$ cat src/rtl/board_pkg.sv
// board_pkg: shared types and constants for the board overlay.
// Cell state encoding, overlay colours and the VGA counter width.
package board_pkg;

  localparam int VGA_W = 11;

  typedef enum logic [1:0] {
    EMPTY = 2'd0,
    SHIP  = 2'd1,
    HIT   = 2'd2,
    MISS  = 2'd3
  } cell_state_t;

  typedef logic [11:0] rgb_t;

  localparam rgb_t C_EMPTY = 12'h08F;
  localparam rgb_t C_SHIP  = 12'h888;
  localparam rgb_t C_HIT   = 12'hF00;
  localparam rgb_t C_MISS  = 12'hFFF;
  localparam rgb_t C_GRID  = 12'h000;

endpackage

$ cat src/rtl/signal_delay.sv
// signal_delay: fixed-length shift-register delay line.
//   clk_i  - clock
//   rst_ni - asynchronous active-low reset, clears every stage
//   d_i    - WIDTH-bit input
//   q_o    - d_i delayed by CLK_DEL clocks (combinational pass when CLK_DEL = 0)
module signal_delay #(
  parameter int WIDTH   = 1,
  parameter int CLK_DEL = 1
) (
  input  logic             clk_i,
  input  logic             rst_ni,
  input  logic [WIDTH-1:0] d_i,
  output logic [WIDTH-1:0] q_o
);

  if (CLK_DEL == 0) begin : g_pass
    assign q_o = d_i;
  end else begin : g_pipe
    logic [CLK_DEL-1:0][WIDTH-1:0] pipe_q;

    always_ff @(posedge clk_i or negedge rst_ni) begin
      if (!rst_ni) begin
        pipe_q <= '0;
      end else begin
        pipe_q[0] <= d_i;
        for (int i = 1; i < CLK_DEL; i++) pipe_q[i] <= pipe_q[i-1];
      end
    end

    assign q_o = pipe_q[CLK_DEL-1];
  end

endmodule

$ cat src/rtl/board_draw.sv
// board_draw: overlays the 16x16 game board on the VGA stream.
// Reads the board memory every clock from the pixel counters, maps the
// returned cell state to a colour and re-times the VGA signals so every
// output lags its input by MEM_LATENCY+2 clocks.
//   clk, rst                 - pixel clock, async active-low reset
//   vcount_in/hcount_in      - pixel counters
//   *sync_in, *blnk_in       - VGA timing
//   rgb_in                   - upstream colour
//   mem_addr / mem_data      - board memory read port, {row, col} address
//   *_out                    - delayed counters/timing and overlaid colour
module board_draw
  import board_pkg::*;
#(
  parameter int X_POS        = 64,
  parameter int Y_POS        = 64,
  parameter int CELL_SIZE    = 32,
  parameter int X_SIZE       = 16,
  parameter int Y_SIZE       = 16,
  parameter int X_ADDR_WIDTH = 4,
  parameter int Y_ADDR_WIDTH = 4,
  parameter int DATA_WIDTH   = 2,
  parameter int MEM_LATENCY  = 1
) (
  input  logic                                 clk,
  input  logic                                 rst,
  input  logic [VGA_W-1:0]                     vcount_in,
  input  logic [VGA_W-1:0]                     hcount_in,
  input  logic                                 vsync_in,
  input  logic                                 hsync_in,
  input  logic                                 vblnk_in,
  input  logic                                 hblnk_in,
  input  logic [11:0]                          rgb_in,
  output logic [Y_ADDR_WIDTH+X_ADDR_WIDTH-1:0] mem_addr,
  input  logic [DATA_WIDTH-1:0]                mem_data,
  output logic [VGA_W-1:0]                     vcount_out,
  output logic [VGA_W-1:0]                     hcount_out,
  output logic                                 vsync_out,
  output logic                                 hsync_out,
  output logic                                 vblnk_out,
  output logic                                 hblnk_out,
  output logic [11:0]                          rgb_out
);

  localparam int CELL_SHIFT = $clog2(CELL_SIZE);
  // Relative coordinates only need the in-cell offset plus the cell index;
  // the low bits of a subtraction do not depend on the dropped high bits.
  localparam int RX_W = CELL_SHIFT + X_ADDR_WIDTH;
  localparam int RY_W = CELL_SHIFT + Y_ADDR_WIDTH;
  localparam int TIM_W = 2*VGA_W + 4;
  localparam int PIX_W = 12 + 2;

  localparam logic [VGA_W-1:0] X_LO = VGA_W'(X_POS);
  localparam logic [VGA_W-1:0] X_HI = VGA_W'(X_POS + X_SIZE*CELL_SIZE);
  localparam logic [VGA_W-1:0] Y_LO = VGA_W'(Y_POS);
  localparam logic [VGA_W-1:0] Y_HI = VGA_W'(Y_POS + Y_SIZE*CELL_SIZE);

  // ---------------- stage 1: address and board/grid flags ----------------
  logic [RX_W-1:0] rel_x;
  logic [RY_W-1:0] rel_y;
  logic            in_board_c, grid_c;
  logic [Y_ADDR_WIDTH+X_ADDR_WIDTH-1:0] mem_addr_d, mem_addr_q;

  assign rel_x = RX_W'(hcount_in - X_LO);
  assign rel_y = RY_W'(vcount_in - Y_LO);

  // Bounds are tested on the raw counters so pixels left/above the board
  // cannot wrap into it through the subtraction.
  assign in_board_c = (hcount_in >= X_LO) && (hcount_in < X_HI) &&
                      (vcount_in >= Y_LO) && (vcount_in < Y_HI);

  assign grid_c = in_board_c &&
                  ((rel_x[CELL_SHIFT-1:0] == '0) || (rel_y[CELL_SHIFT-1:0] == '0));

  assign mem_addr_d = in_board_c ?
                      {rel_y[CELL_SHIFT +: Y_ADDR_WIDTH], rel_x[CELL_SHIFT +: X_ADDR_WIDTH]} :
                      '0;

  always_ff @(posedge clk or negedge rst) begin
    if (!rst) mem_addr_q <= '0;
    else      mem_addr_q <= mem_addr_d;
  end

  assign mem_addr = mem_addr_q;

  // ------------- stages 1..MEM_LATENCY+1: ride along with the read -------------
  logic [TIM_W-1:0] tim_dly;
  logic [PIX_W-1:0] pix_dly;

  signal_delay #(.WIDTH(TIM_W), .CLK_DEL(MEM_LATENCY + 1)) u_tim_dly (
    .clk_i  (clk),
    .rst_ni (rst),
    .d_i    ({vcount_in, hcount_in, vsync_in, hsync_in, vblnk_in, hblnk_in}),
    .q_o    (tim_dly)
  );

  signal_delay #(.WIDTH(PIX_W), .CLK_DEL(MEM_LATENCY + 1)) u_pix_dly (
    .clk_i  (clk),
    .rst_ni (rst),
    .d_i    ({rgb_in, in_board_c, grid_c}),
    .q_o    (pix_dly)
  );

  logic [VGA_W-1:0] vcount_dly, hcount_dly;
  logic             vsync_dly, hsync_dly, vblnk_dly, hblnk_dly;
  logic [11:0]      rgb_dly;
  logic             in_board_dly, grid_dly;

  assign {vcount_dly, hcount_dly, vsync_dly, hsync_dly, vblnk_dly, hblnk_dly} = tim_dly;
  assign {rgb_dly, in_board_dly, grid_dly} = pix_dly;

  // ---------------- final stage: colour select ----------------
  logic [11:0] rgb_d, rgb_q;
  logic [VGA_W-1:0] vcount_q, hcount_q;
  logic vsync_q, hsync_q, vblnk_q, hblnk_q;

  always_comb begin
    rgb_d = rgb_dly;
    if (hblnk_dly || vblnk_dly) begin
      rgb_d = 12'h000;
    end else if (!in_board_dly) begin
      rgb_d = rgb_dly;
    end else if (grid_dly) begin
      rgb_d = C_GRID;
    end else begin
      case (cell_state_t'(mem_data))
        EMPTY:   rgb_d = C_EMPTY;
        SHIP:    rgb_d = C_SHIP;
        HIT:     rgb_d = C_HIT;
        MISS:    rgb_d = C_MISS;
        default: rgb_d = C_EMPTY;
      endcase
    end
  end

  always_ff @(posedge clk or negedge rst) begin
    if (!rst) begin
      rgb_q    <= '0;
      vcount_q <= '0;
      hcount_q <= '0;
      vsync_q  <= 1'b0;
      hsync_q  <= 1'b0;
      vblnk_q  <= 1'b0;
      hblnk_q  <= 1'b0;
    end else begin
      rgb_q    <= rgb_d;
      vcount_q <= vcount_dly;
      hcount_q <= hcount_dly;
      vsync_q  <= vsync_dly;
      hsync_q  <= hsync_dly;
      vblnk_q  <= vblnk_dly;
      hblnk_q  <= hblnk_dly;
    end
  end

  assign rgb_out    = rgb_q;
  assign vcount_out = vcount_q;
  assign hcount_out = hcount_q;
  assign vsync_out  = vsync_q;
  assign hsync_out  = hsync_q;
  assign vblnk_out  = vblnk_q;
  assign hblnk_out  = hblnk_q;

endmodule

$ cat config.mk
export PLATFORM = sky130hd
export DESIGN_NAME = board_draw
export DESIGN_NICKNAME = d
export VERILOG_FILES = /design/src/rtl/board_pkg.sv /design/src/rtl/signal_delay.sv /design/src/rtl/board_draw.sv
export SDC_FILE = /design/constraint.sdc
export NUM_CORES = 1
export LEC_CHECK = 0
export CORE_ASPECT_RATIO = 2
export CORE_MARGIN = 1
export CORE_UTILIZATION = 25
export DETAILED_ROUTE_END_ITERATION = 8
export PLACE_DENSITY = 0.55
export SYNTH_ARGS = -nofsm -noshare
export SYNTH_HDL_FRONTEND = slang
export SYNTH_SLANG_ARGS = --single-unit
$ cat constraint.sdc
create_clock -name clk -period 1.7 [get_ports clk]
set_clock_uncertainty 0.2 [all_clocks]
set_input_delay 0.255 -clock clk [delete_from_list [all_inputs] [get_ports clk]]
set_output_delay 0.255 -clock clk [all_outputs]
set_load 0.005 [all_outputs]
==> flow_summary.yaml, run 1 <==
drt:
  first_iter_violations: 37
  routed_via_density: 3.72
  totalWireLength_um: 7170
  ant_nets: 0
  drt-pass1-iter-count: 6
  vias: 2005
  wl_per_cell_um: 13.3
  drc_errors: 0
sta:
  min_period_ns: 1.66
  max_freq_ghz: 0.602
  slew_viol_final: 0
  rsz0062_at_grt: "true"
  max-slew-margin-rel_pct: 63.0
  fin_crit_sh_pct: 97.8
  worst_pin_slew_ns: 0.549
  timing.final.ws_setup_ns: 0.0377
  setup_violations: 0
  hold_violations: 0
layout:
  design_area_sq_mm: 0.00564
  final.fill_count: 1413
  fin_nets: 383
  drive_gt1_share_pct: 17.9
  post_layout_nonfiller_instances: 539
  areaGrowthSynthToFinish_pct: 54.8
  diodes: 0
pwr:
  swShare_pct: 22.0
  clkPwrFrac_pct: 48.9
  p_leak_nw: 2.76
  switchingPower_mw: 1.53
  vdd_drop_max_v: 0.000555
  p_per_area_mw_per_mm2: 1230
  internal-power_mw: 5.43
  combPwrFrac_pct: 5.6
  seqPwrFrac_pct: 45.6
run_status:
  status: "complete, no violations"
clock_tree:
  clock-root-buffer: "clkbuf_16"
  cts_tree: "built"
  cts_buffers: 17
  clk_latency_ns: 0.40
  numClockSinks: 126
  cts.path.max_buffers: 2
  htree_levels: 4
  clk_pin_slew_ns: 0.06
logic_synthesis:
  ys_async_sr_fraction_pct: 100
  synth_seq_cells: 126
  synthTopCellsByCount: "dfrtp_1 (126), nand2b_1 (14), a21oi_1 (13)"
  ys_warn_count: 0
  synth_enable_flop_cells: 0
  syn_inst: 200
  yosysTopAreaCellShare_pct: 86.5
  synth_most_common_cell: "dfrtp_1"
  synth_nets: 249
  syn_area_sq_mm: 0.00364
  synth_area_per_cell_sq_um: 18.2
  ys_seq_area_share_pct: 86.5
  synth_top_cell_by_area: "dfrtp_1"
  synth.distinct_cells: 22
  yosys_most_used_dff: "dfrtp_1"
  synth_area_leaders: "dfrtp_1 (87%), ha_1 (2.4%), nand2b_1 (2.4%), a21oi_1 (1.8%), nor3_1 (1.2%)"
place:
  placed_cells: 498
  gp_routability_congestion: 0.807
  dp_slack_ns: -0.607
  dp_hpwl_um: 5020
  port_buffers: 87
  placed_area_sq_mm: 0.00496
hold_path:
  hold_path.class: "in2reg"
critical_path:
  worstSetupPathType: "in2reg"
  worstPathRequired_ns: 1.81
  cp_cell_sequence: "dlygate4sd2_1 > or3_4 > a2111oi_4 > o41ai_4 > nor3b_1"
  slowest_stage: "or3_4"
  slowest_delay_ns: 0.41
  start_kind: "input pin"
  critPathArrivalTime_ns: 1.77
  cp_max_fo: 5
  worstSetupEndpointType: "flop"
grt:
  grt_overflow_total: 0
  grt_pass1_wl_um: 11900
  antenna_found_initial: 0
  grt_usage_pct: 11.0
  grt_pass1_vias: 2309
  grt_max_degree: 43
run:
  cap_violations: 0
die:
  num_rows: 62
  fp.dieW_um: 87.4
  io_pins: 88
  core_sq_mm: 0.0143
  die_h_um: 173
  dieArea_sq_mm: 0.0151
  start_util_pct: 25.5
## registers in the layout, summed over array words and instances (netlist names)
signal / count
u_tim_dly.g_pipe.pipe_q: 26
u_tim_dly.q_o: 26
u_pix_dly.g_pipe.pipe_q: 14
u_pix_dly.q_o: 14
rgb_out: 12
hcount_out: 11
vcount_out: 11
mem_addr: 8
hblnk_out: 1
hsync_out: 1
vblnk_out: 1
vsync_out: 1
## cell usage in the layout, fill, tap and decap left out, drive strengths merged, types with 3 or more instances in the layout
master           n
dlygate4sd3      7
clkbuf          19
nand2            3
nor3             9
dfrtp          126
dlygate4sd2     31
a21oi           13
clkdlybuf4s50   37
clkinv           3
buf             23
nor2             5
clkinvlp         3
nand2b          14
inv             12
ha               7
dlymetal6s2s    18
## power by group through the flow
stage	Clock (mW)	Sequential [mW]	Combinational, mW
floorplan	0	3.23	0.0599
global placement	0	3.23	0.401
detailed placement	0	3.23	0.410
CTS	3.51	3.18	0.405
global route	3.66	3.19	0.431
finish	3.40	3.17	0.389
## logic make-up after synthesis
| group | Yosys count | synth area share (%) |
|---|---|---|
| muxes | 1 | 0.275 |
| xor gates and xnor gates | 2 | 0.481 |
| adders and majority gates | 7 | 2.40 |
| and+or+nand+nor | 40 | 6.28 |
| AOI/OAI and AO/OA | 16 | 3.23 |
| DFF | 126 | 86.5 |
| buffers and inverters | 8 | 0.824 |
## timing repair
action	4_1_cts	5_1_grt
endpoints found under the setup margin	35	26
cloned	1	0
hold endpoints to repair	131	1
gates resized for setup	32	20
hold buffers	6	1
pin swaps	6	1
setup buffers	1	0
## final cells by class
class                           count  area (sq um)  share of cell area, %
Inverter                            6          22.5                  0.399
Clock inverter                     13           128                   2.26
Sequential cell                   126          3150                   55.9
Timing Repair Buffer              116          1150                   20.4
Multi-Input combinational cell     67           505                   8.96
Clock buffer                       19           443                   7.85
Tap cell                          192           240                   4.26
## worst max-delay path, delay by kind of cell
| family | cells | cell delay, ns |
|---|---|---|
| buffers and inverters | 1 | 0.25 |
| and+or+nand+nor | 2 | 0.64 |
| AOI/OAI and AO/OA | 2 | 0.62 |
## through the flow
| stage | setup TNS [ns] | total power, mW | hold slack, ns | util, % |
|---|---|---|---|---|
| after detailed placement | -5.49 | 3.64 | 0.00562 | 34.7 |
| after floorplan | 0 | 3.29 | -0.241 | - |
| final | 0 | 6.97 | 0.0361 | 39.5 |
| after global routing | -0.0968 | 7.28 | 0.0412 | 39.5 |
| after CTS | 0 | 7.09 | 0.0159 | 39.1 |
| after global placement | -4.40 | 3.63 | 0.00435 | 34.7 |
## worst paths after layout
kind,startpoint,end,slack [ns],depth (start not counted)
max in group asynchronous,rst,u_tim_dly.q_o[22],0.65,3
worst min-delay path,vcount_in[8],u_tim_dly.g_pipe.pipe_q[23],0.04,2
min in group asynchronous,rst,vblnk_out,0.16,2
worst max register to register,u_pix_dly.q_o[0],rgb_out[1],0.47,3
worst min register to register,u_tim_dly.g_pipe.pipe_q[23],u_tim_dly.q_o[23],0.14,0
worst max-delay path,vcount_in[8],mem_addr[4],0.04,5
## metal layers
layer | GRT usage [%] | share of wire [%] | vias to the layer above
met1 | 10.8 | 35 | 1004
met2 | 19.3 | 58 | 59
met3 | 3.39 | 4.3 | 15
met4 | 6.69 | 2.7 | 0
li1 | - | - | 927
met5 | 0 | 0 | -
Power figures use the tool's default switching activity.
==> run 2, diff against run 1 <==
- SETUP_SLACK_MARGIN: default -> 0.15
- SKIP_CTS_REPAIR_TIMING: default -> 1
==> flow_summary.yaml, run 2 (synthesis gave the netlist of run 1 again) <==
run_status:
  status: "complete, no violations"
grt:
  antenna_found_initial: 0
  grt_pass1_vias: 2278
  grt_usage_pct: 10.8
  grt_pass1_wl_um: 11600
  grt_overflow_total: 0
  grt_max_degree: 39
clock_tree:
  htree_levels: 4
  numClockSinks: 126
  clock-root-buffer: "clkbuf_16"
  clk_pin_slew_ns: 0.06
  cts_buffers: 17
  clk_latency_ns: 0.40
  cts_tree: "built"
  cts.path.max_buffers: 2
critical_path:
  cp_max_fo: 5
  worstPathRequired_ns: 1.82
  critPathArrivalTime_ns: 1.71
  worstSetupEndpointType: "flop"
  reg2reg_slack_ns: 0.46
  start_kind: "input pin"
  worstSetupPathType: "in2reg"
drt:
  ant_nets: 0
  drc_errors: 0
  drt-pass1-iter-count: 4
  totalWireLength_um: 7420
  wl_per_cell_um: 13.5
  routed_via_density: 3.74
  vias: 2051
  first_iter_violations: 59
place:
  port_buffers: 87
  placed_area_sq_mm: 0.00496
  dp_hpwl_um: 4990
  dp_slack_ns: -0.568
  gp_routability_congestion: 0.778
die:
  die_h_um: 173
  io_pins: 88
  fp.dieW_um: 87.4
  num_rows: 62
  core_sq_mm: 0.0143
  start_util_pct: 25.5
  dieArea_sq_mm: 0.0151
layout:
  diodes: 0
  areaGrowthSynthToFinish_pct: 63.2
  design_area_sq_mm: 0.00595
  final_common_cell: "dfrtp_1"
  register_area_sq_mm: 0.00315
  final_cell_mix: "dfrtp_1 (126), dlymetal6s2s_1 (56), clkdlybuf4s50_1 (27)"
  drive_gt1_share_pct: 20.2
  multi_input_area_sq_um: 526
  final.fill_count: 1341
  fin_nets: 392
hold_path:
  hold_path.class: "in2reg"
sta:
  max_freq_ghz: 0.631
  setup_violations: 0
  slew_viol_final: 0
  max-slew-margin-rel_pct: 73.9
  hold_violations: 0
  fin_crit_sh_pct: 93.2
  rsz0062_at_grt: "true"
  timing.final.ws_setup_ns: 0.116
  min_period_ns: 1.58
  worst_pin_slew_ns: 0.391
run:
  cap_violations: 0
pwr:
  p_leak_nw: 3.23
  vdd_drop_max_v: 0.000637
  p_per_area_mw_per_mm2: 1250
-- run 2: cell types whose count changed in the layout (fill, tap and decap cells not counted), moves of 3 or more --
cell | previous run | this run
dlygate4sd2_1 | 31 | 0
dlygate4sd3_1 | 7 | 14
buf_4 | 19 | 22
inv_6 | 6 | 2
clkdlybuf4s50_1 | 37 | 27
dlymetal6s2s_1 | 18 | 56
buf_6 | 1 | 4
bufinv_16 | 1 | 4
-- run 2: per-layer routing --
layer,vias to the layer above,GRT usage (%),part of all wire [%]
li1,940,-,-
met1,1035,11.0,37
met2,61,18.6,57
met3,15,3.53,4.1
met4,0,6.35,2.4
met5,-,0,0
-- run 2: cell type report --
cell class | instances | share of cell area [%]
clock buffer | 20 | 7.68
clock inverter | 12 | 3.09
inverter | 6 | 0.379
multi-input combinational | 66 | 8.83
sequential | 126 | 53.0
tap | 192 | 4.04
timing repair buffer | 126 | 23.0
-- run 2: path summary, 6_finish.rpt --
check | to | cells past startpoint | from
hold reg to reg | u_pix_dly.q_o[10] | 0 | u_pix_dly.g_pipe.pipe_q[10]
setup / recovery | mem_addr[2] | 6 | vcount_in[8]
max in group asynchronous | u_pix_dly.g_pipe.pipe_q[1] | 3 | rst
min in group asynchronous | u_tim_dly.q_o[1] | 2 | rst
setup reg to reg | rgb_out[7] | 2 | u_tim_dly.q_o[1]
hold / removal | mem_addr[1] | 3 | hcount_in[6]
-- run 2: power breakdown --
| group | internal, mW | switching, mW |
|---|---|---|
| combinational | 0.239 | 0.180 |
| clock | 2.54 | 1.29 |
| sequential | 3.14 | 0.0345 |
-- run 2: worst max-delay path: stages --
cell and delay, ns:
buf_6 0.09, or3_4 0.41, a2111oi_4 0.41, o41ai_4 0.16, buf_4 0.19, nor3_2 0.19
-- run 2: metrics by stage --
stage / hold slack (ns) / instances / util (%) / setup TNS [ns] / total power, mW
global route: 0.0726 / 548 / 41.7 / 0 / 7.73
finish: 0.0568 / 548 / 41.7 / 0 / 7.43
floorplan: -0.241 / 200 / - / 0 / 3.29
CTS: -0.443 / 531 / 39.2 / -1.65 / 7.54
global placement: -0.0182 / 499 / 34.8 / -4.47 / 3.63
detailed placement: -0.0127 / 499 / 34.8 / -5.46 / 3.64
==> run 3, diff against run 2 <==
- GPL_ROUTABILITY_DRIVEN: default -> 0
==> results of run 3 <==
The final DEF is identical to that of run 2; final timing and power are the same.
